File: config.mk
export PLATFORM = sky130hd
export DESIGN_NAME = soft_rst_seq
export DESIGN_NICKNAME = d
export VERILOG_FILES = /design/src/rtl/soft_rst_pkg.sv /design/src/rtl/soft_rst_quiet_qual.sv /design/src/rtl/soft_rst_seq.sv
export SDC_FILE = /design/constraint.sdc
export NUM_CORES = 1
export LEC_CHECK = 0
export ABC_AREA = 1
export BUFFER_PORTS_ARGS = -buffer_cell sky130_fd_sc_hd__buf_2
export CORE_UTILIZATION = 50
export DETAILED_ROUTE_END_ITERATION = 7
export PLACE_DENSITY = 0.74
export SLEW_MARGIN = 20
export SYNTH_ARGS = -nofsm -noshare
export SYNTH_HDL_FRONTEND = slang
export SYNTH_HIERARCHICAL = 1
export SYNTH_SLANG_ARGS = --single-unit
File: constraint.sdc
create_clock -name clk -period 1.5 [get_ports clk]
set_input_delay 0.075 -clock clk [delete_from_list [all_inputs] [get_ports clk]]
set_output_delay 0.075 -clock clk [all_outputs]
set_load 0.02 [all_outputs]
File: src/rtl/soft_rst_pkg.sv
// Shared types and helpers for the soft-reset sequencer.
//   state_t   : sequencer state encoding (IDLE/HALT/RST/DONE)
//   cnt_width : bit width for a saturating counter that must hold 0..max_val
package soft_rst_pkg;

    typedef enum logic [1:0] {
        IDLE = 2'h0,
        HALT = 2'h1,
        RST  = 2'h2,
        DONE = 2'h3
    } state_t;

    // Width needed to represent max_val; never narrower than one bit.
    function automatic int unsigned cnt_width(input int unsigned max_val);
        int unsigned w;
        w = $clog2(max_val + 1);
        if (w == 0) begin
            w = 1;
        end
        return w;
    endfunction

endpackage

File: src/rtl/soft_rst_quiet_qual.sv
// Quiet qualification for the soft-reset sequencer.
// Tracks how many consecutive cycles every unmasked channel has been quiet.
// Ports:
//   clk, rst_n : clock, asynchronous active-low reset
//   ch_quiet   : per-channel dormant flags
//   ch_mask    : 1 = ignore that channel's quiet flag
//   clr        : hold the run counter at zero (sequencer not halting)
//   qualified  : combinational; 1 when the coming edge completes the window
module soft_rst_quiet_qual
    import soft_rst_pkg::*;
#(
    parameter int unsigned NUM_CH       = 4,
    parameter int unsigned QUIET_CYCLES = 2
) (
    input  logic              clk,
    input  logic              rst_n,
    input  logic [NUM_CH-1:0] ch_quiet,
    input  logic [NUM_CH-1:0] ch_mask,
    input  logic              clr,
    output logic              qualified
);

    localparam int unsigned QW    = cnt_width(QUIET_CYCLES);
    localparam int unsigned QLAST = QUIET_CYCLES - 1;

    logic          all_quiet;
    logic [QW-1:0] qcnt;
    logic [QW-1:0] qcnt_d;

    // Masked channels count as quiet; the run restarts on any noisy cycle.
    always_comb begin
        all_quiet = &(ch_quiet | ch_mask);
        qcnt_d    = '0;
        qualified = 1'b0;
        if (!clr && all_quiet) begin
            qcnt_d    = (qcnt == QW'(QUIET_CYCLES)) ? qcnt : qcnt + QW'(1);
            qualified = (qcnt == QW'(QLAST));
        end
    end

    // Run-length register.
    always_ff @(posedge clk or negedge rst_n) begin
        if (!rst_n) begin
            qcnt <= '0;
        end else begin
            qcnt <= qcnt_d;
        end
    end

endmodule

File: src/rtl/soft_rst_seq.sv
// Soft-reset sequencer between the register block and the channel engines.
// A request halts DMA, waits for all unmasked channels to be quiet for
// QUIET_CYCLES (or for TIMEOUT_CYCLES in HALT), holds the core soft reset and
// the host-side async reset for HOLD_CYCLES, then completes a four-phase
// done handshake.
// Ports:
//   clk, rst_n     : clock, asynchronous active-low reset
//   req_soft_rst   : level request (four-phase)
//   soft_rst_dne   : done, held until the request drops
//   ch_quiet       : per-channel dormant flags
//   ch_mask        : 1 = ignore that channel
//   dma_halt       : reset pending, halt activity
//   soft_rst       : synchronous soft reset to the core side
//   hs_async_rst_n : host-side reset, active-low
//   timeout_err    : sticky, last sequence left HALT by timeout
//   busy           : sequencer not idle
module soft_rst_seq
    import soft_rst_pkg::*;
#(
    parameter int unsigned NUM_CH         = 4,
    parameter int unsigned HOLD_CYCLES    = 8,
    parameter int unsigned QUIET_CYCLES   = 2,
    parameter int unsigned TIMEOUT_CYCLES = 64
) (
    input  logic              clk,
    input  logic              rst_n,
    input  logic              req_soft_rst,
    output logic              soft_rst_dne,
    input  logic [NUM_CH-1:0] ch_quiet,
    input  logic [NUM_CH-1:0] ch_mask,
    output logic              dma_halt,
    output logic              soft_rst,
    output logic              hs_async_rst_n,
    output logic              timeout_err,
    output logic              busy
);

    // A disabled timeout still gets a one-bit counter so widths stay legal.
    localparam int unsigned TMAX  = (TIMEOUT_CYCLES == 0) ? 1 : TIMEOUT_CYCLES;
    localparam int unsigned TLAST = TMAX - 1;
    localparam int unsigned TW    = cnt_width(TMAX);
    localparam int unsigned HLAST = HOLD_CYCLES - 1;
    localparam int unsigned HW    = cnt_width(HOLD_CYCLES);
    localparam bit          TO_EN = (TIMEOUT_CYCLES != 0);

    state_t        state;
    state_t        state_d;
    logic [TW-1:0] tcnt;
    logic [TW-1:0] tcnt_d;
    logic [HW-1:0] hcnt;
    logic [HW-1:0] hcnt_d;
    logic          timeout_err_d;
    logic          timeout_hit;
    logic          qualified;
    logic          qual_clr;

    // Quiet run counter only runs while halting.
    assign qual_clr = (state != HALT);

    soft_rst_quiet_qual #(
        .NUM_CH       (NUM_CH),
        .QUIET_CYCLES (QUIET_CYCLES)
    ) u_quiet_qual (
        .clk       (clk),
        .rst_n     (rst_n),
        .ch_quiet  (ch_quiet),
        .ch_mask   (ch_mask),
        .clr       (qual_clr),
        .qualified (qualified)
    );

    // Next-state, counters and sticky error.
    always_comb begin
        state_d       = state;
        tcnt_d        = '0;
        hcnt_d        = '0;
        timeout_err_d = timeout_err;
        timeout_hit   = TO_EN && (tcnt == TW'(TLAST));
        case (state)
            IDLE: begin
                if (req_soft_rst) begin
                    state_d       = HALT;
                    timeout_err_d = 1'b0;
                end
            end
            HALT: begin
                tcnt_d = (tcnt == TW'(TMAX)) ? tcnt : tcnt + TW'(1);
                // Qualification takes priority over a coincident timeout.
                if (qualified) begin
                    state_d = RST;
                end else if (timeout_hit) begin
                    state_d       = RST;
                    timeout_err_d = 1'b1;
                end
            end
            RST: begin
                hcnt_d = (hcnt == HW'(HOLD_CYCLES)) ? hcnt : hcnt + HW'(1);
                if (hcnt == HW'(HLAST)) begin
                    state_d = DONE;
                end
            end
            DONE: begin
                if (!req_soft_rst) begin
                    state_d = IDLE;
                end
            end
            default: begin
                state_d = IDLE;
            end
        endcase
    end

    // State, counters and outputs decoded from the next state.
    always_ff @(posedge clk or negedge rst_n) begin
        if (!rst_n) begin
            state          <= IDLE;
            tcnt           <= '0;
            hcnt           <= '0;
            timeout_err    <= 1'b0;
            dma_halt       <= 1'b0;
            soft_rst       <= 1'b0;
            hs_async_rst_n <= 1'b0;
            soft_rst_dne   <= 1'b0;
            busy           <= 1'b0;
        end else begin
            state          <= state_d;
            tcnt           <= tcnt_d;
            hcnt           <= hcnt_d;
            timeout_err    <= timeout_err_d;
            dma_halt       <= (state_d == HALT) || (state_d == RST);
            soft_rst       <= (state_d == RST);
            hs_async_rst_n <= (state_d != RST);
            soft_rst_dne   <= (state_d == DONE);
            busy           <= (state_d != IDLE);
        end
    end

endmodule

==> out/metrics.csv <==
metric,value,unit
first_pass_iters,4,
place_area,1364,µm²
min_from,req_soft_rst,
synthCells,143,
synth_nets,164,
p_sw,0.8253,mW
antenna_found_initial,0,
netlist_top_cells_count,"nand2_1 (24), inv_1 (22), nor2_1 (22), dfrtp_1 (21), nand3_1 (12)",
syn_avg_cell_area,8.163,µm²
cp_max_fo,3,
timing.final.ws_setup,-0.0001025,ns
yosysMostFrequentCell,nand2_1,
hold_path.class,in2reg,
dieArea,2532,µm²
netlist_top_cells_area,"dfrtp_1 (45%), ha_1 (11%), nand2_1 (7.7%)",
ys_async_sr_fraction,100.0,%
drv_cap,0,
synth_top_area_cell,dfrtp_1,
cp_data_required_time,1.76,ns
insertion_delay,0.31,ns
powerDensity,1398,nW/µm²
via_per_inst,4.811,
ys_seq_elements,21,
dp_cells,197,
dieWidth,50.32,µm
critPathBufInv,3,
diodes,0,
drc,0,
synth_top_area_share,45.02,%
initialDrtViolationCount,11,
swShare,40.11,%
status,finished with violations,
rsz0062_at_grt,true,
post-place-ws,-0.04641,ns
hpwl,1672,µm
grt_pass1_wl,3746,µm
grt_overflow,0,
synthFlopType,dfrtp_1,
wl_per_cell,10.78,µm
worstMarginPinSlew,0.4731,ns
combPwrFrac,49.2,%
min_to,timeout_err,
holdWs,0.1004,ns
ctsHtreeMaxLevel,1,
ant_nets,0,
yosysWarnings,6,
rows,17,
routabilityCongestion,0.7789,
fmax,666.6,MHz
synthAdderAreaFrac,10.72,%
fin_area,1471,µm²
layout-drive-gt1-share,31.46,%
area_growth,26.04,%
cp.arrival,1.76,ns
intPower,1.232,mW
synth.yosys.seq_area_share,45.02,%
io_buffers,16,
grt_start_max_net_pins,22,
grt_pass1_vias,947,
ff2ff_setup_slack,-0.0001,ns
cts_tree,done,
worst_path_largest_cell_delay,0.42,ns
synth_xor_area_share,2.251,%
synth_edf_count,0,
reg2reg_depth,11,
ir_drop,0.7398,mV
p_leak,0.7612,nW
synthDistinctLibCells,21,
vias,991,
cts_buffers,3,
cts.path.max_buffers,2,
path_delay_family,simple AND/OR/NAND/NOR gates,
finalSetupViolCount,1,
hold_viol,0,
synth_top_family_by_area,simple AND/OR/NAND/NOR gates,
p_clk_share,13.7,%
seq_power_share,37.1,%
cts.sinks,21,
worstSetupPathType,reg2reg,
hold_depth,4,
yosys.area_share.simple,28.62,%
period_share,100.0,%
r2r_end,dma_halt,
cpMostUsedCell,nor2_4,
clk_pin_slew_worst_paths,0.12,ns
startpoint,state[1],
end_kind,register,
fillers,185,
initial_utilization,52.77,%
synthMuxAreaShare,0,%
io_pins,17,
crit_slowest_cell,dfrtp_1,
netlist_area,1167,µm²
violations,negative setup slack,
finalMaxSlewViolations,0,
critPathLaunchType,register,
layout_min_cycle_time,1.500,ns
cts_root_buffer,clkbuf_4,
finalClockSkew,0.002734,ns
maxSlewHeadroom,68.46,%
r2r_start,state[1],
nets,200,
finalWirelength,2220,µm
track_usage,19.69,%
core,2212,µm²
synth-compound-area-share,4.287,%
crit_chain,"inv_2, nand2_4, nor2_4, nand3_4, nor2_4, inv_2, nand2_2, nor2_4, a21oi_4, ha_1, inv_1",
layout.cells.non_filler,206,
die_h,50.32,µm
state kept, by name (all words and copies together) (netlist names):
| name | flops |
|---|---|
| dma_halt | 1 |
| tcnt | 7 |
| state | 2 |
| hcnt | 4 |
| u_quiet_qual/qcnt | 2 |
| busy | 1 |
| soft_rst | 1 |
| hs_async_rst_n | 1 |
| timeout_err | 1 |
| soft_rst_dne | 1 |
power groups by stage:
stage               clock network [mW]  registers, mW  logic [mW]
floorplan                            0          0.825       0.513
global placement                     0          0.766       0.861
detailed placement                   0          0.772       0.894
CTS                              0.296          0.760       0.934
global route                     0.309          0.772        1.14
finish                           0.283          0.763        1.01
through the flow:
| step | setup TNS, ns | utilization (%) | total power, mW |
|---|---|---|---|
| 2_1_floorplan | 0 | - | 1.338 |
| 3_3_place_gp | 0 | 61.65 | 1.628 |
| 3_5_place_dp | -0.07313 | 61.65 | 1.666 |
| 4_1_cts | -0.04101 | 64.25 | 1.990 |
| 5_1_grt | -0.1250 | 66.52 | 2.219 |
| 6_report | -0.0001025 | 66.52 | 2.058 |
layout make-up:
type / count / area (µm²) / share of cell area, %
well taps: 28 / 35.03 / 2.381
clock inverters: 1 / 5.005 / 0.3401
flip-flops and latches: 21 / 525.5 / 35.71
clock buffers: 3 / 22.52 / 1.531
inverters: 27 / 106.4 / 7.228
multi-input cells: 95 / 581.8 / 39.54
repair buffers: 31 / 195.2 / 13.27
worst min-delay path, delay by kind of cell:
kind	cells	cell delay, ns
compound gates	1	0.05
buf+inv	2	0.16
simple gates	1	0.11
what timing repair did:
action                                  in CTS  in global routing
endpoints found under the hold margin       21                  0
hold buffers                                 1                  0
resized for setup                            1                 11
buffers inserted                             2                  2
endpoints found under the setup margin       4                  5
pin swaps                                    5                  5
cell families (layout without fill, tap and decap cells):
family | Yosys count | count (layout)
buf+inv | 27 | 62
flops | 21 | 21
xor+xnor | 3 | 3
fa+ha+maj | 10 | 10
compound gates | 10 | 10
simple gates | 72 | 72
placed cells by master, fill, tap and decap left out:
master / count
nand3_4: 1
o21ai_1: 4
nor2_4: 3
or2_0: 1
xor2_1: 3
a21oi_4: 1
ha_2: 1
clkbuf_4: 3
nor3_1: 1
nand2_1: 22
nand3_1: 12
or2_1: 1
inv_1: 20
a21oi_1: 5
clkinv_2: 1
dfrtp_1: 21
nor3b_2: 1
nand2_2: 4
clkinv_4: 1
buf_2: 16
dlygate4sd3_1: 1
buf_4: 14
nor2_1: 20
inv_2: 6
nor2_2: 3
nand2_4: 1
nand4_1: 2
ha_1: 9
worst max path at each step:
stage,end,slack [ns],depth (start not counted)
after floorplan,dma_halt,0.003,11
after global routing,dma_halt,-0.06,11
final,dma_halt,-0.0001,11
after CTS,dma_halt,-0.03,11
after global placement,dma_halt,0.04,11
after detailed placement,dma_halt,-0.05,11
routing by layer:
metal	part of all wire [%]	GRT usage, %	vias up
met5	0	0	-
met3	3.4	2.727	5
li1	-	-	513
met1	45	23.45	453
met2	49	34.44	20
met4	2.3	9.722	0
No activity file was read; power rests on OpenSTA's default activity.
